[src/rtl/bs_fixed_pkg.sv]
// Shared Q6.10 fixed-point definitions for the sqrt table reader and writer.
// Also holds the rounding step that turns a floor root and remainder into a nearest-integer root.
package bs_fixed_pkg;

  typedef logic signed [15:0] q6_10_t;

  localparam int Q_FRAC          = 10;
  localparam int Q_ONE           = 1024;
  localparam int SQRT_STEP_SHIFT = 5;
  localparam int SQRT_DEPTH      = 513;
  localparam int SQRT_ADDR_W     = 10;
  localparam int SQRT_RAD_W      = SQRT_ADDR_W + SQRT_STEP_SHIFT + Q_FRAC;
  localparam int SQRT_ROOT_W     = 13;

  typedef enum logic [2:0] {
    ST_IDLE  = 3'd0,
    ST_LOAD  = 3'd1,
    ST_ITER  = 3'd2,
    ST_ROUND = 3'd3,
    ST_WRITE = 3'd4,
    ST_DONE  = 3'd5
  } stw_state_e;

  // sqrt(R) >= q + 0.5 exactly when R - q*q > q, so the remainder decides the round-up.
  function automatic q6_10_t round_root(input logic [SQRT_ROOT_W-1:0] q, input logic [15:0] r);
    logic [15:0] q_ext;
    q_ext = {3'b000, q};
    if (r > q_ext) begin
      round_root = q6_10_t'(q_ext + 16'd1);
    end else begin
      round_root = q6_10_t'(q_ext);
    end
  endfunction

endpackage

[src/rtl/isqrt_seq.sv]
// Bit-serial restoring integer square root: 25-bit radicand, 13-bit floor root.
// One root bit per step, MSB first; last flags the 13th (final) step.
module isqrt_seq
  import bs_fixed_pkg::*;
(
  input  logic                   clk,
  input  logic                   rst_n,
  input  logic                   load,
  input  logic [SQRT_RAD_W-1:0]  radicand,
  input  logic                   step,
  output logic                   last,
  output logic [SQRT_ROOT_W-1:0] root,
  output logic [15:0]            rem
);

  logic [25:0]            rad_q, rad_d;
  logic [SQRT_ROOT_W-1:0] root_q, root_d;
  logic [15:0]            rem_q, rem_d;
  logic [3:0]             cnt_q, cnt_d;
  logic [15:0]            partial_s, trial_s, diff_s;
  logic                   fits_s;

  // Bring down the next radicand bit pair and try the trial subtrahend 4q+1.
  always_comb begin
    partial_s = {rem_q[13:0], rad_q[25:24]};
    trial_s   = {1'b0, root_q, 2'b01};
    diff_s    = partial_s - trial_s;
    fits_s    = (partial_s >= trial_s);
    rad_d     = rad_q;
    root_d    = root_q;
    rem_d     = rem_q;
    cnt_d     = cnt_q;
    if (load) begin
      rad_d  = {1'b0, radicand};
      root_d = {SQRT_ROOT_W{1'b0}};
      rem_d  = 16'd0;
      cnt_d  = 4'd12;
    end else if (step) begin
      rad_d = {rad_q[23:0], 2'b00};
      if (fits_s) begin
        rem_d  = diff_s;
        root_d = {root_q[SQRT_ROOT_W-2:0], 1'b1};
      end else begin
        rem_d  = partial_s;
        root_d = {root_q[SQRT_ROOT_W-2:0], 1'b0};
      end
      if (cnt_q != 4'd0) begin
        cnt_d = cnt_q - 4'd1;
      end else begin
        cnt_d = cnt_q;
      end
    end else begin
      rad_d = rad_q;
    end
  end

  // Recurrence state registers.
  always_ff @(posedge clk or negedge rst_n) begin
    if (!rst_n) begin
      rad_q  <= 26'd0;
      root_q <= {SQRT_ROOT_W{1'b0}};
      rem_q  <= 16'd0;
      cnt_q  <= 4'd0;
    end else begin
      rad_q  <= rad_d;
      root_q <= root_d;
      rem_q  <= rem_d;
      cnt_q  <= cnt_d;
    end
  end

  assign last = (cnt_q == 4'd0);
  assign root = root_q;
  assign rem  = rem_q;

endmodule

[src/rtl/sqrt_table_writer.sv]
// Fills the Q6.10 sqrt lookup memory: one rounded sqrt(a*32/1024) write per address.
// Entries are produced in ascending order over a valid/ready write port that may stall.
module sqrt_table_writer
  import bs_fixed_pkg::*;
(
  input  logic                   clk,
  input  logic                   rst_n,
  input  logic                   start,
  output logic                   busy,
  output logic                   done,
  output logic                   wr_valid,
  input  logic                   wr_ready,
  output logic [SQRT_ADDR_W-1:0] wr_addr,
  output logic [15:0]            wr_data
);

  localparam logic [SQRT_ADDR_W-1:0] LAST_ADDR = SQRT_ADDR_W'(SQRT_DEPTH - 1);

  stw_state_e             state_q, state_d;
  logic [SQRT_ADDR_W-1:0] addr_q, addr_d;
  logic [SQRT_ADDR_W-1:0] wr_addr_q, wr_addr_d;
  q6_10_t                 wr_data_q, wr_data_d;
  logic                   busy_q, busy_d;
  logic                   done_q, done_d;
  logic                   wr_valid_q, wr_valid_d;

  logic                   core_last_s;
  logic [SQRT_ROOT_W-1:0] core_root_s;
  logic [15:0]            core_rem_s;

  isqrt_seq u_isqrt (
    .clk      (clk),
    .rst_n    (rst_n),
    .load     (state_q == ST_LOAD),
    .radicand ({addr_q, 15'd0}),
    .step     (state_q == ST_ITER),
    .last     (core_last_s),
    .root     (core_root_s),
    .rem      (core_rem_s)
  );

  // Next state; flag outputs are decoded from the next state so they register alongside it.
  always_comb begin
    state_d   = state_q;
    addr_d    = addr_q;
    wr_addr_d = wr_addr_q;
    wr_data_d = wr_data_q;
    case (state_q)
      ST_IDLE: begin
        if (start) begin
          state_d = ST_LOAD;
          addr_d  = {SQRT_ADDR_W{1'b0}};
        end else begin
          state_d = ST_IDLE;
        end
      end
      ST_LOAD: state_d = ST_ITER;
      ST_ITER: begin
        if (core_last_s) begin
          state_d = ST_ROUND;
        end else begin
          state_d = ST_ITER;
        end
      end
      ST_ROUND: begin
        wr_addr_d = addr_q;
        wr_data_d = round_root(core_root_s, core_rem_s);
        state_d   = ST_WRITE;
      end
      ST_WRITE: begin
        if (!wr_ready) begin
          state_d = ST_WRITE;
        end else if (addr_q == LAST_ADDR) begin
          state_d = ST_DONE;
        end else begin
          addr_d  = addr_q + {{(SQRT_ADDR_W-1){1'b0}}, 1'b1};
          state_d = ST_LOAD;
        end
      end
      ST_DONE: state_d = ST_IDLE;
      default: state_d = ST_IDLE;
    endcase
    busy_d     = (state_d != ST_IDLE) && (state_d != ST_DONE);
    done_d     = (state_d == ST_DONE);
    wr_valid_d = (state_d == ST_WRITE);
  end

  // Control state and registered outputs.
  always_ff @(posedge clk or negedge rst_n) begin
    if (!rst_n) begin
      state_q    <= ST_IDLE;
      addr_q     <= {SQRT_ADDR_W{1'b0}};
      wr_addr_q  <= {SQRT_ADDR_W{1'b0}};
      wr_data_q  <= 16'sd0;
      busy_q     <= 1'b0;
      done_q     <= 1'b0;
      wr_valid_q <= 1'b0;
    end else begin
      state_q    <= state_d;
      addr_q     <= addr_d;
      wr_addr_q  <= wr_addr_d;
      wr_data_q  <= wr_data_d;
      busy_q     <= busy_d;
      done_q     <= done_d;
      wr_valid_q <= wr_valid_d;
    end
  end

  assign busy     = busy_q;
  assign done     = done_q;
  assign wr_valid = wr_valid_q;
  assign wr_addr  = wr_addr_q;
  assign wr_data  = wr_data_q;

endmodule

[config.mk]
export PLATFORM = sky130hd
export DESIGN_NAME = sqrt_table_writer
export DESIGN_NICKNAME = d
export VERILOG_FILES = /design/src/rtl/bs_fixed_pkg.sv /design/src/rtl/isqrt_seq.sv /design/src/rtl/sqrt_table_writer.sv
export SDC_FILE = /design/constraint.sdc
export NUM_CORES = 1
export LEC_CHECK = 0
export CAP_MARGIN = 20
export CORE_AREA = 2 2 128 99
export CTS_BUF_LIST = sky130_fd_sc_hd__clkbuf_16
export CTS_CLUSTER_SIZE = 25
export DETAILED_ROUTE_END_ITERATION = 10
export DIE_AREA = 0 0 130 101
export HOLD_SLACK_MARGIN = 0.02
export PLACE_DENSITY = 0.61
export SLEW_MARGIN = 25
export SYNTH_ARGS = -nofsm -noshare
export SYNTH_HDL_FRONTEND = slang
export SYNTH_SLANG_ARGS = --single-unit
[constraint.sdc]
create_clock -name clk -period 3 [get_ports clk]
set_input_delay 0.9 -clock clk [delete_from_list [all_inputs] [get_ports clk]]
set_output_delay 0.9 -clock clk [all_outputs]
set_load 0.1 [all_outputs]
==> results of run 1 <==
routing by layer:
layer  share of wire (%)  wire length (um)  GRT usage (%)  vias to the layer above
met2                  43              4552          25.01                       67
met5                   0                 0              0                        -
li1                    -                 -              -                     1791
met4                0.70                74          3.060                        0
met3                 4.5               477          4.352                        6
met1                  52              5436          25.64                     1741
final timing paths:
path,from,endpoint,cells past startpoint
max in group asynchronous,rst_n,u_isqrt.root[2]$_DFFE_PN0P_,2
max,u_isqrt.root[11]$_DFFE_PN0P_,u_isqrt.rem[3]$_DFFE_PN0P_,8
min reg2reg,wr_data[3]$_DFFE_PN0N_,wr_data[3]$_DFFE_PN0N_,2
min,wr_data[3]$_DFFE_PN0N_,wr_data[3]$_DFFE_PN0N_,2
max reg2reg,u_isqrt.root[11]$_DFFE_PN0P_,u_isqrt.rem[3]$_DFFE_PN0P_,8
min in group asynchronous,rst_n,u_isqrt.rem[14]$_DFFE_PN0P_,1
final cells by class:
type | instances | share of cell area, %
Inverter | 25 | 1.752
Clock inverter | 7 | 1.565
Timing Repair Buffer | 39 | 5.792
Clock buffer | 9 | 4.204
Sequential cell | 84 | 39.23
Tap cell | 166 | 3.877
Multi-Input combinational cell | 358 | 43.58
cell usage in the layout, fill, tap and decap left out, types with 3 or more instances in the layout:
cell,count
mux2i_1,8
clkbuf_16,9
buf_4,36
a32oi_1,6
a31oi_1,9
nand3_1,22
dfrtp_1,84
o211ai_1,7
o21ai_0,42
inv_1,25
xor2_1,12
o22ai_1,13
a21o_1,7
mux2_2,8
ha_1,21
nand2_1,65
nand4_1,5
xnor2_1,23
clkinv_4,3
o21a_1,4
nor3_1,5
and3_1,6
nor2_1,29
o21ai_1,3
nor3b_1,3
a21oi_1,18
nand2b_1,3
state kept, by name (all words and copies together) (netlist names):
register       cells
u_isqrt.root      13
state_q            3
busy               1
wr_addr           10
done               1
u_isqrt.rad_q     11
u_isqrt.cnt_q      4
addr_q            10
u_isqrt.rem       16
wr_data           14
wr_valid           1
kinds of logic after synthesis:
group	synth area share [%]
muxes	3.655
and+or+nand+nor	16.88
AOI/OAI and AO/OA	17.12
other	0.08055
xor gates and xnor gates	6.584
adders and majority gates	5.644
DFF	45.15
buffers and inverters	4.891
where the power goes:
group          internal [W]  switching [W]
Combinational       0.00141        0.00261
Sequential          0.00146       0.000243
Clock              0.000658       0.000486
per-stage QoR:
| stage | total power [W] | instance area, um2 | util [%] | instances | hold slack (ns) |
|---|---|---|---|---|---|
| floorplan | 0.004862 | 4659 | - | 493 | 0.4497 |
| global placement | 0.005673 | 5049 | 42.23 | 672 | 0.4638 |
| detailed placement | 0.005688 | 5049 | 42.23 | 672 | 0.4729 |
| CTS | 0.006873 | 5358 | 44.81 | 688 | 0.4891 |
| global route | 0.007391 | 5358 | 44.81 | 688 | 0.5023 |
| finish | 0.006868 | 5358 | 44.81 | 688 | 0.4798 |
worst min-delay path, cell delays in order (launching register included):
cell and delay [ns]:
dfrtp_1 0.34, nand2_1 0.05, o21ai_0 0.06
==> reports/qor.yml, run 1 <==
status: "finished clean"
postRouteAntennaNets: 0
dp_hpwl_um: 7519
io_pins: 33
first_pass_iters: 4
grt_pass1_vias: 3392
wirelength_um: 10540
syn_to_final_growth_pct: 15.08
setup_viol: 0
grt_overflow: 0
path_clk_slew_ns: 0.06
worst_slack_ns: 0.2473
cts_tree: "done"
finalCritPeriodShare_pct: 91.76
io_buffers: 30
seq_area_frac_synth_pct: 45.15
ctsResizeCount: 0
path_buf_inv: 1
cp.arrival_ns: 2.94
antenna_found_initial: 0
drive_above_1_share_pct: 14.37
crit_required_ns: 3.19
cts_buffers: 9
period_minus_slack_ns: 2.753
ys_async_sr_fraction_pct: 100.0
die_h_um: 101
synth_edf_count: 0
crit_chain: "inv_1 > ha_1 > a21o_1 > a211oi_1 > o211ai_1 > o21ai_4 > mux2i_1 > o21ai_0"
synth_common_cells: "dfrtp_1 (84), nand2_1 (65), o21ai_0 (42)"
grt_pass1_wl_um: 17620
ys.flop_type: "dfrtp_1"
critPathMaxFanout: 19
synth_area_leaders: "dfrtp_1 (45%), ha_1 (5.6%), nand2_1 (5.2%), o21ai_0 (4.5%), xnor2_1 (4.3%)"
max_cap_viol_count: 0
yosys_warnings: 0
fillers: 1149
max_slew.worst_pin.slew_ns: 0.6549
place_congestion: 0.8567
rows: 35
yosysTopAreaCellShare_pct: 45.15
drc_errors: 0
slowest_stage: "o21ai_4"
hold_buffers: 0
drt-initial-drc-count: 249
grt_setup_unrepaired: "no"
post_drt_wl_per_cell_um: 15.32
die-area_um2: 13130
cts_max_level: 3
vias: 3605
cts_setup_buffers: 0
synth_cell_types: 59
clock_sinks: 84
nNetsFinal: 542
clk_latency_ns: 0.34
fin_setup_tns_ns: 0
multi_input_area_um2: 2335
start_util_pct: 38.94
pre_cts_ws_ns: 0.2796
ir_worst_vdd_mv: 0.5465
synth.most_common_cell: "dfrtp_1"
core-area_um2: 11960
grt_max_degree: 54
syn_area_um2: 4656
max_stage_delay_ns: 0.54
synth_seq_cells: 84
final_max_slew_viol_count: 0
hold_violations: 0
root_buffer: "clkbuf_16"
crit_path_end_kind: "flip-flop"
reg2reg_slack_ns: 0.25
fp.dieW_um: 130
syn_area_per_cell_um2: 9.463
p_leak_nw: 2.399
synth_cells: 492
holdCritPathClass: "reg2reg"
diodes: 0
path_class: "reg2reg"
globalRouteTotalUtil_pct: 17.08
relSlewSlack_pct: 56.34
critical_path.top_delay_family: "compound AO/OA/AOI/OAI gates"
regArea_um2: 2102
via_per_inst: 5.240
startpoint_type: "flip-flop"
p_per_area_nw_per_um2: 1282
yosys.area.top_type: "dfrtp_1"
finClkSkew_ns: 0.006113
fmax_mhz: 363.3
clk_path_buf_depth: 2
No activity file was read; power rests on OpenSTA's default activity.
==> run 2: changes to the inputs <==
- ABC_AREA: not set -> 0
==> results of run 2 <==
The final DEF is identical to that of run 1; final timing and power are the same.
==> run 3: changes to the inputs <==
- CORE_AREA: 2 2 128 99 -> 2 2 143 110
- DIE_AREA: 0 0 130 101 -> 0 0 145 112
- SYNTH_HIERARCHICAL: not set -> 1
==> run 3 against run 2 <==
Compared with the run above:
- clock-buffer cell count stayed put
- first-iteration DRC count stayed put
- global-route usage is 0.21 points lower
- clock skew is 0.0021 ns higher
- non-clock buffer count stayed put
- core utilization is 0.089 points lower
- cell area is 24% higher
- sequential power is 34% higher
- cell count is 29% higher
- combinational power is 23% higher
- via count is 27% higher
- sequential share of layout area is 2.0 points lower
==> reports/qor.yml, run 3 <==
status: "finished clean"  # unchanged
globalRouteTotalUtil_pct: 16.87  # was 17.08%
cts_setup_buffers: 0  # unchanged
clk_latency_ns: 0.35  # was 0.34 ns
setup_viol: 0  # unchanged
nNetsFinal: 713  # was 542
synth_seq_cells: 99  # was 84
regArea_um2: 2477  # was 2102 um2
drt-initial-drc-count: 249  # unchanged
fp.dieW_um: 145  # was 130 um
multi_input_area_um2: 3166  # was 2335 um2
drc_errors: 0  # unchanged
crit_required_ns: 3.21  # was 3.19 ns
top_register: "u_isqrt/rad_q"
path_class: "reg2reg"  # unchanged
synth_edf_count: 0  # unchanged
place_congestion: 0.8873  # was 0.8567
finClkSkew_ns: 0.008262  # was 0.006113 ns
start_util_pct: 39.40  # was 38.94%
clock_sinks: 99  # was 84
via_per_inst: 5.169  # was 5.240
finalCritPeriodShare_pct: 93.43  # was 91.76%
layout_common_cells: "nand2_1 (109), dfrtp_1 (99), o21ai_0 (56)"  # was dfrtp_1 (84), nand2_1 (65), o21ai_0 (42)
hold_buffers: 0  # unchanged
fmax_mhz: 356.8  # was 363.3 MHz
ctsResizeCount: 0  # unchanged
core-area_um2: 14880  # was 11960 um2
yosys.area.top_type: "dfrtp_1"  # unchanged
max_cap_viol_count: 0  # unchanged
placed_cell_area_um2: 6361  # was 5049 um2
drive_above_1_share_pct: 11.44  # was 14.37%
cts_buffers: 9  # unchanged
grt_pass1_wl_um: 22580  # was 17620 um
seq_area_frac_synth_pct: 42.24  # was 45.15%
yosys_warnings: 6  # was 0
synth_simple_gate_area_share_pct: 17.73  # was 16.88%
ir_worst_vdd_mv: 0.8235  # was 0.5465 mV
ys_async_sr_fraction_pct: 100.0  # unchanged
post_drt_wl_per_cell_um: 14.84  # was 15.32 um
yosysTopAreaCellShare_pct: 42.24  # was 45.15%
synth_cell_types: 65  # was 59
vias: 4585  # was 3605
synthMuxAreaShare_pct: 6.486  # was 3.655%
synth_compound_area_share_pct: 17.39  # was 17.12%
syn_to_final_growth_pct: 13.51  # was 15.08%
critPathMaxFanout: 11  # was 19
synth_area_leaders: "dfrtp_1 (42%), nand2_1 (7.0%), ha_1 (6.8%), mux2i_1 (6.5%), o21ai_0 (4.8%)"  # was dfrtp_1 (45%), ha_1 (5.6%), nand2_1 (5.2%), o21ai_0 (4.5%), xnor2_1 (4.3%)
hold_slack_ns: 0.4416  # was 0.4798 ns
die_h_um: 112  # was 101 um
final_common_cell: "nand2_1"  # was dfrtp_1
syn_area_per_cell_um2: 9.078  # was 9.463 um2
max_slew.worst_pin.slew_ns: 0.7055  # was 0.6549 ns
postLayoutCoreUtil_pct: 44.72  # was 44.81%
rows: 39  # was 35
synth_top_family_by_area: "simple AND/OR/NAND/NOR gates"  # was compound AO/OA/AOI/OAI gates
root_buffer: "clkbuf_16"  # unchanged
first_pass_iters: 4  # unchanged
p_leak_nw: 2.926  # was 2.399 nW
synth_cells: 646  # was 492
synth-xor-area-share_pct: 4.182  # was 6.584%
grt_setup_unrepaired: "no"  # unchanged
hold_violations: 0  # unchanged
grt_pass1_vias: 4535  # was 3392
synthAdderAreaFrac_pct: 6.827  # was 5.644%
postRouteAntennaNets: 0  # unchanged
path_clk_slew_ns: 0.07  # was 0.06 ns
fin_area_um2: 6656  # was 5358 um2
startpoint_type: "flip-flop"  # unchanged
p_per_area_nw_per_um2: 1259  # was 1282 nW/um2
syn_area_um2: 5864  # was 4656 um2
antenna_found_initial: 0  # unchanged
grt_overflow: 0  # unchanged
io_pins: 33  # unchanged
ys.flop_type: "dfrtp_1"  # unchanged
cts_max_level: 3  # unchanged
cts_tree: "done"  # unchanged
diodes: 0  # unchanged
die-area_um2: 16240  # was 13130 um2
grt_max_degree: 79  # was 54
ff2ff_path_depth: 8  # unchanged
period_minus_slack_ns: 2.803  # was 2.753 ns
io_buffers: 30  # unchanged
cp.arrival_ns: 3.01  # was 2.94 ns
fillers: 1463  # was 1149
fin_setup_tns_ns: 0  # unchanged
clk_path_buf_depth: 2  # unchanged
holdCritPathClass: "in2async"  # was reg2reg
synth_common_cells: "nand2_1 (109), dfrtp_1 (99), o21ai_0 (56)"  # was dfrtp_1 (84), nand2_1 (65), o21ai_0 (42)
dp_hpwl_um: 9405  # was 7519 um
final_max_slew_viol_count: 0  # unchanged
crit_path_end_kind: "flip-flop"  # unchanged
relSlewSlack_pct: 51.75  # was 56.34%
largest_reg_flops: 26  # was 16
wirelength_um: 13160  # was 10540 um
synth.most_common_cell: "nand2_1"  # was dfrtp_1
-- run 3: cell types whose count changed in the layout (fill, tap and decap cells not counted), moves of 8 or more --
cell,before,now
nand3_1,22,12
inv_1,25,36
dfrtp_1,84,99
ha_1,21,32
mux2i_1,8,38
o21ai_0,42,56
mux2_2,8,0
nand2_1,65,109
conb_1,2,17
o22ai_1,13,2
nor2_1,29,49
-- run 3: final timing paths --
path                                              start                      endpoint  slack [ns]
max reg2reg                u_isqrt/root[11]$_DFFE_PN0P_        wr_data[1]$_DFFE_PN0N_        0.20
min                                               rst_n        wr_data[6]$_DFFE_PN0N_        0.44
min reg2reg                      wr_addr[3]$_DFFE_PN0N_        wr_addr[3]$_DFFE_PN0N_        0.48
min in group clk                 wr_addr[3]$_DFFE_PN0N_        wr_addr[3]$_DFFE_PN0N_        0.48
max in group asynchronous                         rst_n  u_isqrt/cnt_q[2]$_DFFE_PN0P_        1.85
max                        u_isqrt/root[11]$_DFFE_PN0P_        wr_data[1]$_DFFE_PN0N_        0.20
-- run 3: cell type report --
cell class / count / share of cell area [%]
tap: 205 / 3.853
multi-input combinational: 491 / 47.56
inverter: 37 / 2.086
clock inverter: 7 / 1.053
sequential: 99 / 37.22
timing repair buffer: 39 / 4.850
clock buffer: 9 / 3.383
-- run 3: stage by stage --
step | std cells | worst slack [ns] | total power [W]
global route | 887 | 0.008679 | 0.009124
CTS | 887 | 0.2099 | 0.008420
floorplan | 662 | 0.5193 | 0.006164
finish | 887 | 0.1971 | 0.008382
global placement | 871 | 0.3286 | 0.007128
detailed placement | 871 | 0.2380 | 0.007244
-- run 3: worst max-delay path, stage by stage (launching register included) --
cell	delay, ns
dfrtp_1	0.42
inv_1	0.11
ha_1	0.31
nand3_1	0.12
or4_1	0.65
a21o_1	0.37
a21oi_1	0.38
mux2i_1	0.22
a21oi_1	0.08
-- run 3: report_power, final --
group	internal [W]	switching [W]	leakage, nW
combinational	0.00182	0.00313	1.48
clock	0.000588	0.000558	0.147
sequential	0.00181	0.000473	1.30
-- run 3: kinds of logic after synthesis --
logic type,count (synthesis)
simple gates,228
other cells,1
fa+ha+maj,32
mux,38
compound gates,148
buf+inv,72
flops,99
xor+xnor,28
-- run 3: metal layers --
layer  up-vias  part of all wire [%]  track usage (%)
li1       2303                     -                -
met3        11                   2.6            2.500
met5         -                     0                0
met4         0                  0.81            3.498
met1      2210                    50            24.05
met2        61                    47            27.46
